==> src/rtl/riscv_pkg.sv <==
// ============================================================================
// Module   : riscv_pkg
// Purpose  : Shared defaults, fetch FSM encoding, opcodes and field helpers.
// Revision : 1.0 - initial release
// ============================================================================
`default_nettype none

package riscv_pkg;

    localparam int unsigned XLEN_DEFAULT     = 32;
    localparam logic [31:0] RESET_PC_DEFAULT = 32'h0000_0000;

    typedef enum logic [1:0] {
        RESET = 2'd0,
        RUN   = 2'd1,
        DRAIN = 2'd2
    } fetch_state_t;

    localparam logic [6:0] OP_R      = 7'b0110011;
    localparam logic [6:0] OP_I      = 7'b0010011;
    localparam logic [6:0] OP_LOAD   = 7'b0000011;
    localparam logic [6:0] OP_STORE  = 7'b0100011;
    localparam logic [6:0] OP_BRANCH = 7'b1100011;
    localparam logic [6:0] OP_JAL    = 7'b1101111;

    function automatic logic [6:0] instr_op(input logic [31:0] w);
        return w[6:0];
    endfunction

    function automatic logic [2:0] instr_funct3(input logic [31:0] w);
        return w[14:12];
    endfunction

    function automatic logic instr_funct7b5(input logic [31:0] w);
        return w[30];
    endfunction

endpackage

`default_nettype wire

==> src/rtl/fetch_fifo.sv <==
// ============================================================================
// Module   : fetch_fifo
// Purpose  : Synchronous prefetch FIFO of {pc, instr}; flush beats push.
// Revision : 1.0 - initial release
// ============================================================================
`default_nettype none

module fetch_fifo #(
    parameter int unsigned DEPTH = 2,
    parameter int unsigned WIDTH = 64
) (
    input  logic                   clk,
    input  logic                   rst_n,
    input  logic                   push_i,
    input  logic [WIDTH-1:0]       wdata_i,
    input  logic                   pop_i,
    input  logic                   flush_i,
    output logic [WIDTH-1:0]       rdata_o,
    output logic [$clog2(DEPTH):0] count_o,
    output logic                   full_o,
    output logic                   empty_o
);

    localparam int unsigned AW = $clog2(DEPTH);

    logic [WIDTH-1:0] mem_q [DEPTH];
    logic [AW-1:0]    rd_ptr_q;
    logic [AW-1:0]    wr_ptr_q;
    logic [AW:0]      count_q;
    logic             do_push;
    logic             do_pop;

    assign do_push = push_i && !flush_i;
    assign do_pop  = pop_i && !empty_o;

    assign rdata_o = mem_q[rd_ptr_q];
    assign count_o = count_q;
    assign full_o  = (count_q == (AW+1)'(DEPTH));
    assign empty_o = (count_q == '0);

    always_ff @(posedge clk) begin
        if (!rst_n || flush_i) begin
            rd_ptr_q <= '0;
            wr_ptr_q <= '0;
            count_q  <= '0;
        end else begin
            if (do_push) begin
                wr_ptr_q <= wr_ptr_q + AW'(1);
            end
            if (do_pop) begin
                rd_ptr_q <= rd_ptr_q + AW'(1);
            end
            count_q <= count_q + (AW+1)'(do_push) - (AW+1)'(do_pop);
        end
    end

    // Storage needs no reset; count/pointers define what is valid.
    always_ff @(posedge clk) begin
        if (do_push) begin
            mem_q[wr_ptr_q] <= wdata_i;
        end
    end

endmodule

`default_nettype wire

==> src/rtl/fetch_unit.sv <==
// ============================================================================
// Module   : fetch_unit
// Purpose  : Instruction fetch front end: PC, credit-limited imem requests,
//            prefetch buffering, decode field extraction and redirect drain.
// Revision : 1.0 - initial release
// ============================================================================
`default_nettype none

module fetch_unit
    import riscv_pkg::*;
#(
    parameter int unsigned      XLEN       = XLEN_DEFAULT,
    parameter logic [XLEN-1:0]  RESET_PC   = XLEN'(RESET_PC_DEFAULT),
    parameter int unsigned      FIFO_DEPTH = 2
) (
    input  logic            clk,
    input  logic            rst_n,
    output logic            imem_req_valid,
    input  logic            imem_req_ready,
    output logic [XLEN-1:0] imem_req_addr,
    input  logic            imem_rsp_valid,
    input  logic [XLEN-1:0] imem_rsp_data,
    output logic            instr_valid,
    input  logic            instr_ready,
    output logic [XLEN-1:0] instr,
    output logic [XLEN-1:0] instr_pc,
    output logic [6:0]      op,
    output logic [2:0]      funct3,
    output logic            funct7b5,
    input  logic            pc_src,
    input  logic [XLEN-1:0] pc_target
);

    localparam int unsigned CW = $clog2(FIFO_DEPTH) + 1;

    fetch_state_t    state_q, state_d;
    logic [XLEN-1:0] fetch_pc_q, fetch_pc_d;
    logic [CW-1:0]   outstanding_q, outstanding_d;
    logic [CW-1:0]   discard_q, discard_d;

    logic [CW-1:0]     fifo_count;
    logic              fifo_full;
    logic              fifo_empty;
    logic [2*XLEN-1:0] fifo_rdata;

    logic          active;
    logic          redirect;
    logic          req_fire;
    logic          rsp_take;
    logic          rsp_drop;
    logic          rsp_push;
    logic          pop;
    logic [CW:0]   credit_used;
    logic          unused_tgt_lsbs;

    assign unused_tgt_lsbs = ^pc_target[1:0];

    assign active      = (state_q == RUN) || (state_q == DRAIN);
    assign redirect    = pc_src && active;
    assign credit_used = {1'b0, outstanding_q} + {1'b0, fifo_count};

    assign imem_req_valid = active && (credit_used < (CW+1)'(FIFO_DEPTH));
    assign imem_req_addr  = fetch_pc_q;
    assign req_fire       = imem_req_valid && imem_req_ready;

    // Responses in a redirect cycle, or while stale words remain, are dropped.
    assign rsp_take = active && imem_rsp_valid;
    assign rsp_drop = rsp_take && (redirect || ((state_q == DRAIN) && (discard_q != '0)));
    assign rsp_push = rsp_take && !rsp_drop;

    assign instr_valid = !fifo_empty;
    assign pop         = instr_valid && instr_ready;

    always_comb begin
        outstanding_d = outstanding_q + CW'(req_fire) - CW'(rsp_take);
        fetch_pc_d    = fetch_pc_q;
        discard_d     = discard_q;
        state_d       = state_q;

        if (redirect) begin
            fetch_pc_d = {pc_target[XLEN-1:2], 2'b00};
            discard_d  = outstanding_d;
        end else begin
            if (req_fire) begin
                fetch_pc_d = fetch_pc_q + XLEN'(4);
            end
            if (rsp_drop) begin
                discard_d = discard_q - CW'(1);
            end
        end

        case (state_q)
            RESET:   state_d = RUN;
            default: state_d = (discard_d != '0) ? DRAIN : RUN;
        endcase
    end

    always_ff @(posedge clk) begin
        if (!rst_n) begin
            state_q       <= RESET;
            fetch_pc_q    <= RESET_PC;
            outstanding_q <= '0;
            discard_q     <= '0;
        end else begin
            state_q       <= state_d;
            fetch_pc_q    <= fetch_pc_d;
            outstanding_q <= outstanding_d;
            discard_q     <= discard_d;
        end
    end

    always_ff @(posedge clk) begin
        if (rst_n) begin
            a_no_overflow: assert (!(rsp_push && !redirect && fifo_full && !pop));
        end
    end

    fetch_fifo #(
        .DEPTH (FIFO_DEPTH),
        .WIDTH (2*XLEN)
    ) u_fifo (
        .clk     (clk),
        .rst_n   (rst_n),
        .push_i  (rsp_push),
        .wdata_i ({fetch_pc_of_rsp(), imem_rsp_data}),
        .pop_i   (pop),
        .flush_i (redirect),
        .rdata_o (fifo_rdata),
        .count_o (fifo_count),
        .full_o  (fifo_full),
        .empty_o (fifo_empty)
    );

    // Responses are in order, so each word's PC trails the fetch PC by the
    // number of requests still in flight (including this response).
    function automatic logic [XLEN-1:0] fetch_pc_of_rsp();
        return fetch_pc_q - XLEN'({outstanding_q, 2'b00});
    endfunction

    assign instr    = instr_valid ? fifo_rdata[XLEN-1:0]      : '0;
    assign instr_pc = instr_valid ? fifo_rdata[2*XLEN-1:XLEN] : '0;
    assign op       = instr_op(instr[31:0]);
    assign funct3   = instr_funct3(instr[31:0]);
    assign funct7b5 = instr_funct7b5(instr[31:0]);

endmodule

`default_nettype wire

==> config.mk <==
export PLATFORM = sky130hd
export DESIGN_NAME = fetch_unit
export DESIGN_NICKNAME = d
export VERILOG_FILES = /design/src/rtl/riscv_pkg.sv /design/src/rtl/fetch_fifo.sv /design/src/rtl/fetch_unit.sv
export SDC_FILE = /design/constraint.sdc
export NUM_CORES = 1
export LEC_CHECK = 0
export CAP_MARGIN = 25
export CORE_ASPECT_RATIO = 1.4
export CORE_MARGIN = 3
export CORE_UTILIZATION = 46
export CTS_CLUSTER_SIZE = 28
export DETAILED_ROUTE_END_ITERATION = 8
export GPL_TIMING_DRIVEN = 0
export PLACE_DENSITY_LB_ADDON = 0.15
export SETUP_SLACK_MARGIN = 0.4
export SYNTH_ARGS = -nofsm -noshare
export SYNTH_HDL_FRONTEND = slang
export SYNTH_SLANG_ARGS = --single-unit
==> constraint.sdc <==
create_clock -name clk -period 4.2 [get_ports clk]
set_input_delay 0.63 -clock clk [delete_from_list [all_inputs] [get_ports clk]]
set_output_delay 0.63 -clock clk [all_outputs]
set_load 0.02 [all_outputs]
==> metrics.md, run 1 <==
| Metric | Value |
|---|---|
| Post-cts sizing count | 0 |
| Commonest register cell after synthesis | sky130_fd_sc_hd__edfxtp_1 |
| Wire per inst | 18.0 µm |
| Source-to-sink clock delay at the later pin of the worst-skew pair | 410 ps |
| Clock sink total | about 170 |
| Leakage power | 3.59 nW |
| Final Slew Violations | 0 |
| Layout area overhead | 34.5% |
| Overall die area | ~0.019 mm² |
| Internal power | a little over 5 mW |
| Top post-synthesis cells by area | sky130_fd_sc_hd__edfxtp_1 48%, sky130_fd_sc_hd__dfxtp_1 11%, sky130_fd_sc_hd__mux2i_1 8.0% |
| Critical Path AT | 2810 ps |
| Sum of net half-perimeters after detailed placement | between 10000 and 15000 µm |
| Count of final hold-check violations | 0 |
| Least-Margin Pin Slew | 913 ps |
| Core Footprint | 0.0164 mm² |
| Sequential group share of total power | 0.316 |
| Post-layout instance count excluding filler cells | 1078 |
| Die Y | roughly 160 µm |
| Placed Instances | ~1000 |
| H-tree depth reported by CTS | 4 |
| Final setup fails | 0 |
| Startpoint type of the worst setup path | flop |
| Most common cell after layout, fill and taps aside | sky130_fd_sc_hd__clkdlybuf4s50_1 |
| Net count, final | about 950 |
| Post-CTS Setup Inserts | 0 |
| Via count of the routed design | 5935 |
| Share of cells above drive strength 1 | 0.0660 |
| Avg Cell Area, Syn | 11.6 µm² |
| Maximum root-to-sink buffer count | 2 |
| Class of the worst hold path | reg -> reg |
| Global-route usage over all layers | 0.208 |
| Maximum frequency from static timing analysis | 0.291 GHz |
| Iteration count of the initial detailed-routing pass | 4 |
| Synthesized-area fraction occupied by and/or/nand/nor cells | 0.155 |
| Antenna-violating nets left | 0 |
| Maximum capacitance violations | 0 |
| Worst slew margin relative to its limit | 0.390 |
| Clock-pin slew on the worst setup and hold paths | roughly 60 ps |
| Multiplexer share of the synthesized area | 0.0825 |
| Net switching share of the total power | 0.376 |
| DRC violation total after the first TritonRoute iteration | around 370 |
| Top library cells by usage in the layout, fill and taps aside | 172 x sky130_fd_sc_hd__clkdlybuf4s50_1, 124 x sky130_fd_sc_hd__edfxtp_1, 86 x sky130_fd_sc_hd__nor2_1 |
| Overflow left after global routing | 0 |
| Root buffer selected by CTS | sky130_fd_sc_hd__clkbuf_16 |
| I/O pin count | between 150 and 200 |
| Main combinational cell family by area after synthesis | simple AND/OR/NAND/NOR gates |
| Status | finished, final reports clean |
| Min Tclk post-route | about 3400 ps |
| Synth area leader | sky130_fd_sc_hd__edfxtp_1 |
| Post-synthesis instance area | around 0.008 mm² |
| Data required time of the worst path | 3570 ps |
| Number of enable flip-flop cells after synthesis | 124 |
| Proportion of netlist area held by the largest area contributor | 0.478 |
| Num CTS Buffers | 17 |
| Peak VDD IR | 0.457 mV |
| Clk_skew | 7.81 ps |
| Critical Path Sink Type | primary output |
| Adder and majority cell fraction of the synthesized area | 0.0212 |
| Xor/xnor share of the synthesized area | 0.0467 |
| Drt drc | 0 |
| Combinational power share | 0.468 |
| Initial antenna violation count | 0 |
| Classification of the worst setup path | reg -> out |
| Total non-filler cell area in the finished layout | ~0.010 mm² |
| Count of cell types in the netlist | 55 |
| Net Switching | 3.05 mW |
| Wire length of the first global-routing pass | about 30000 µm |
| Standard-cell row count | 55 |
| Final critical-path setup slack | 763 ps |
| Sequential fraction of the synthesis area | 0.583 |
| Total power | 8.12 mW |
| Yosys Warn Count | 0 |
| Gate count of the mapped netlist | 670 |
| Area of placed instances | about 0.0098 mm² |
| Register bit total from synthesis | 165 |
| Final period util | 0.818 |
| Critical path fanouts, max | 10 |
| Placer's final routability congestion estimate | a little under 0.9 |
| Final hold slack | around 520 ps |
| Via count of the first global-routing pass | 6055 |
| Power per cell area | 774 mW/mm² |
| CTS tree | built |
| Drt via density | 5.51 |
| # hold bufs at CTS | 0 |
| Final WL | 19400 µm |
| Floorplan die width | between 100 and 150 µm |
| Setup repair after global routing missed its margin | false |
| Pin count of the biggest net entering global routing | 63 |
| Antenna diodes | 0 |
| Portion of total power attributed to the clock network | 0.216 |
| Dpl ws | between 1000 and 1500 ps |
| Complex-gate fraction of the synthesized area | 0.0623 |
| Starting Density | 0.476 |
| Buffers on Ports | 172 |
| Post-synth ARST share | 0 |
[cells by family (layout without fill, tap and decap cells)]
| logic type | after synthesis | in the layout |
|---|---|---|
| AND/OR/NAND/NOR | 228 | 228 |
| flip-flops | 165 | 165 |
| buffers and inverters | 82 | 288 |
| AO/OA/AOI/OAI | 78 | 78 |
| multiplexers | 64 | 64 |
| XOR/XNOR | 40 | 40 |
| adder cells (fa/ha/maj) | 12 | 12 |
| other | 1 | 4 |
[stage by stage]
step	utilization	TNS, ps
floorplan	-	0
global placement	0.597	-34000
detailed placement	0.599	0
CTS	0.640	0
global route	0.640	0
finish	0.640	0
[power groups by stage]
stage	Sequential, mW	Combinational [mW]	Clock (mW)
floorplan	2.65	2.20	0
global placement	2.60	3.69	0
detailed placement	2.60	3.81	0
CTS	2.57	3.84	1.79
global route	2.61	4.12	1.85
finish	2.57	3.80	1.75
[path summary, 6_finish.rpt]
| kind | startpoint | to | slack, ps | cells past startpoint |
|---|---|---|---|---|
| setup reg to reg | outstanding_q[0] | imem_req_addr[25] | 1130 | 9 |
| setup / recovery | flop | op[3] | 760 | 6 |
| hold reg to reg | u_fifo.rd_ptr_q | u_fifo.rd_ptr_q | 520 | 2 |
| hold / removal | u_fifo.rd_ptr_q | u_fifo.rd_ptr_q | 520 | 2 |
[area by class of cell]
| cell class | count | area [µm²] |
|---|---|---|
| fillers | 1329 | 5890 |
| flip-flops and latches | 165 | 4540 |
| multi-input cells | 426 | 2890 |
| repair buffers | 174 | 1750 |
| clock buffers | 21 | 450 |
| plain buffers | 65 | 314 |
| well taps | 199 | 249 |
| clock inverters | 11 | 223 |
| inverters | 17 | 66.3 |
[synth_stat cells (all sizes together) (2+ instances only)]
cell,count
a31oi,9
nand4,9
mux2i,62
mux2,2
and3b,2
a21oi,9
nor4,16
nand3b,2
nor3b,2
o21ai,32
o31ai,9
and4,11
inv,16
clkbuf,39
a211oi,8
nand2,23
or3,13
ha,10
buf,26
nand2b,4
edfxtp,124
nor2b,2
fa,2
xnor2,17
nor3,13
or4,10
dfxtp,41
nand3,13
nor2,86
and3,7
and2,7
a311oi,3
nor4b,3
xor2,22
[worst max-delay path, stage by stage (launching register included)]
cell,delay [ps]
sky130_fd_sc_hd__dfxtp_1,300
sky130_fd_sc_hd__clkbuf_1,430
sky130_fd_sc_hd__buf_1,590
sky130_fd_sc_hd__mux2i_1,160
sky130_fd_sc_hd__nor2_1,180
sky130_fd_sc_hd__buf_4,130
sky130_fd_sc_hd__clkdlybuf4s50_1,590
[metal layers]
layer	vias to the layer above	share of wire	wire, µm	global-route usage
met5	-	0	0	0
met4	0	0.028	541	0.0945
met3	37	0.066	1270	0.0444
met2	244	0.51	9840	0.354
met1	2821	0.40	7750	0.248
li1	2833	-	-	-
[registers in the layout, indices dropped and copies added, names as in the netlist, named ones only]
signal           cells
discard_q            2
imem_req_addr       30
outstanding_q        2
state_q              2
u_fifo.count_o       2
u_fifo.mem_q       124
u_fifo.rd_ptr_q      1
u_fifo.wr_ptr_q      1
Note: power is estimated with default switching activity, not from simulation.
==> inputs of run 2 (changes only) <==
CORE_UTILIZATION = 51   (was 46)
clock period = 3.2 ns   (was 4.2 ns; I/O delays follow)
==> metrics.md, run 2 (synthesized netlist as in run 1, its figures left out) <==
| Metric | Value |
|---|---|
| Status | finished, final reports clean |
| Antenna diodes | 0 |
| Iteration count of the initial detailed-routing pass | 5 |
| Antenna-violating nets left | 0 |
| Area of placed instances | 0.00983 mm² |
| Die Y | 152 µm |
| Via count of the first global-routing pass | 6055 |
| Worst-path cell with the longest stage delay | sky130_fd_sc_hd__fa_1 |
| Global-route usage over all layers | 0.223 |
| Core Footprint | 0.0147 mm² |
| Layout area overhead | 37.9% |
| Final critical-path setup slack | 425 ps |
| CTS tree | built |
| Count of final hold-check violations | 0 |
| H-tree depth reported by CTS | 4 |
| Largest stage delay, worst path | 470 ps |
| Final core utilization | 0.731 |
| Overall die area | 0.0168 mm² |
| Maximum capacitance violations | 0 |
| Source-to-sink clock delay at the later pin of the worst-skew pair | 420 ps |
| Data required time of the worst path | 3550 ps |
| Least-Margin Pin Slew | 759 ps |
| Leakage power | 3.73 nW |
| Overflow left after global routing | 0 |
| Power per cell area | 1010 mW/mm² |
| Critical path fanouts, max | 4 |
| Total non-filler cell area in the finished layout | 0.0108 mm² |
| Standard-cell row count | 52 |
| Most common cell after layout, fill and taps aside | sky130_fd_sc_hd__clkdlybuf4s50_1 |
| Critical Path Sink Type | flop |
| Final setup fails | 0 |
| Clock sink total | 165 |
| Worst slew margin relative to its limit | 0.494 |
| Peak VDD IR | 0.554 mV |
| Final period util | 0.867 |
| Via count of the routed design | ~6000 |
| Initial antenna violation count | 0 |
| Placer's final routability congestion estimate | 0.879 |
| Setup repair after global routing missed its margin | true |
| Drt drc | 0 |
| Clk_skew | 14.5 ps |
| Register bank with the most flops | u_fifo.mem_q |
| Net count, final | 966 |
| I/O pin count | 179 |
| # hold bufs at CTS | 0 |
| Drt via density | approximately 5.5 |
| Final hold slack | 521 ps |
| Worst-path cell chain | and2_4 -> fa_1 -> and4bb_1 -> buf_6 -> inv_8 -> or4_4 -> buf_6 -> buf_6 -> buf_4 -> or3_4 -> a31oi_1 |
| Max FFs per register | around 120 |
| Buffers on Ports | 172 |
| Num CTS Buffers | 17 |
| Final Slew Violations | 0 |
| Wire length of the first global-routing pass | 30100 µm |
| DRC violation total after the first TritonRoute iteration | about 340 |
| Pin count of the biggest net entering global routing | 63 |
| Maximum frequency from static timing analysis | 0.360 GHz |
| Dpl ws | 166 ps |
| Root buffer selected by CTS | sky130_fd_sc_hd__clkbuf_16 |
| Critical Path AT | ~3100 ps |
| Top library cells by usage in the layout, fill and taps aside | 172 x sky130_fd_sc_hd__clkdlybuf4s50_1, 124 x sky130_fd_sc_hd__edfxtp_1, 85 x sky130_fd_sc_hd__nor2_1 |
| Cell repeated most along the worst path | sky130_fd_sc_hd__buf_6 |
| Clock-pin slew on the worst setup and hold paths | approximately 70 ps |
| Startpoint type of the worst setup path | flop |
| Sum of net half-perimeters after detailed placement | around 14000 µm |
| Class of the worst hold path | reg -> reg |
| Min Tclk post-route | 2780 ps |
| Maximum root-to-sink buffer count | 2 |
| Share of cells above drive strength 1 | 0.118 |
| Wire per inst | 18.0 µm |
| Final WL | 19500 µm |
| Floorplan die width | 111 µm |
| Starting Density | 0.530 |
| Classification of the worst setup path | reg -> reg |
-- run 2: cell types whose count changed in the layout (fill, tap and decap cells not counted), moves of 3 or more --
cell	before	now
sky130_fd_sc_hd__buf_1	7	2
sky130_fd_sc_hd__clkbuf_1	42	33
sky130_fd_sc_hd__buf_6	1	7
sky130_fd_sc_hd__or4_1	10	7
sky130_fd_sc_hd__clkbuf_2	0	6
sky130_fd_sc_hd__buf_4	17	30
sky130_fd_sc_hd__or4_4	0	3
-- run 2: layout make-up --
cell class	count	area (µm²)
flip-flops and latches	165	4550
fillers	1054	3950
multi-input cells	428	2990
repair buffers	190	1910
clock buffers	19	433
plain buffers	65	359
well taps	189	236
clock inverters	13	198
inverters	17	73.8
-- run 2: final timing paths --
kind                                        start                 to  slack [ps]  cells after the start
worst min-delay path              u_fifo.rd_ptr_q    u_fifo.rd_ptr_q         520                      2
worst max register to register  u_fifo.count_o[0]  imem_req_addr[13]         420                     11
worst min register to register    u_fifo.rd_ptr_q    u_fifo.rd_ptr_q         520                      2
worst max-delay path            u_fifo.count_o[0]  imem_req_addr[13]         420                     11
-- run 2: what timing repair did --
item,4_1_cts,5_1_grt
pin swaps,5,13
gates cloned,1,1
gates resized for setup,21,29
setup buffers,6,10
endpoints found under the setup margin,93,131
-- run 2: metrics by stage --
stage	cells	setup TNS, ps	power [mW]
final	1086	0	10.9
after global routing	1086	0	11.4
after CTS	1075	0	10.7
after detailed placement	1036	0	8.41
after global placement	1034	-19020	8.19
after floorplan	673	0	6.37
-- run 2: report_power, final --
| group | internal [mW] | switching [mW] |
|---|---|---|
| logic | 2.34 | 2.99 |
| clock network | 1.32 | 0.850 |
| registers | 3.06 | 0.327 |
| total | 6.72 | 4.17 |
-- run 2: worst max-delay path, delay by kind of cell (launching register included) --
family          cells  cell delay (ps)
simple gates        4             1190
buf+inv             5              570
fa+ha+maj           1              470
flops               1              320
compound gates      1              150
-- run 2: layer usage --
metal | track usage | share of wire | routed length (µm) | vias to the layer above
met1 | 0.260 | 0.39 | 7530 | 2844
met4 | 0.0992 | 0.033 | 650 | 0
met2 | 0.396 | 0.52 | 10200 | 249
met5 | 0 | 0 | 0 | -
li1 | - | - | - | 2874
met3 | 0.0441 | 0.060 | 1170 | 47
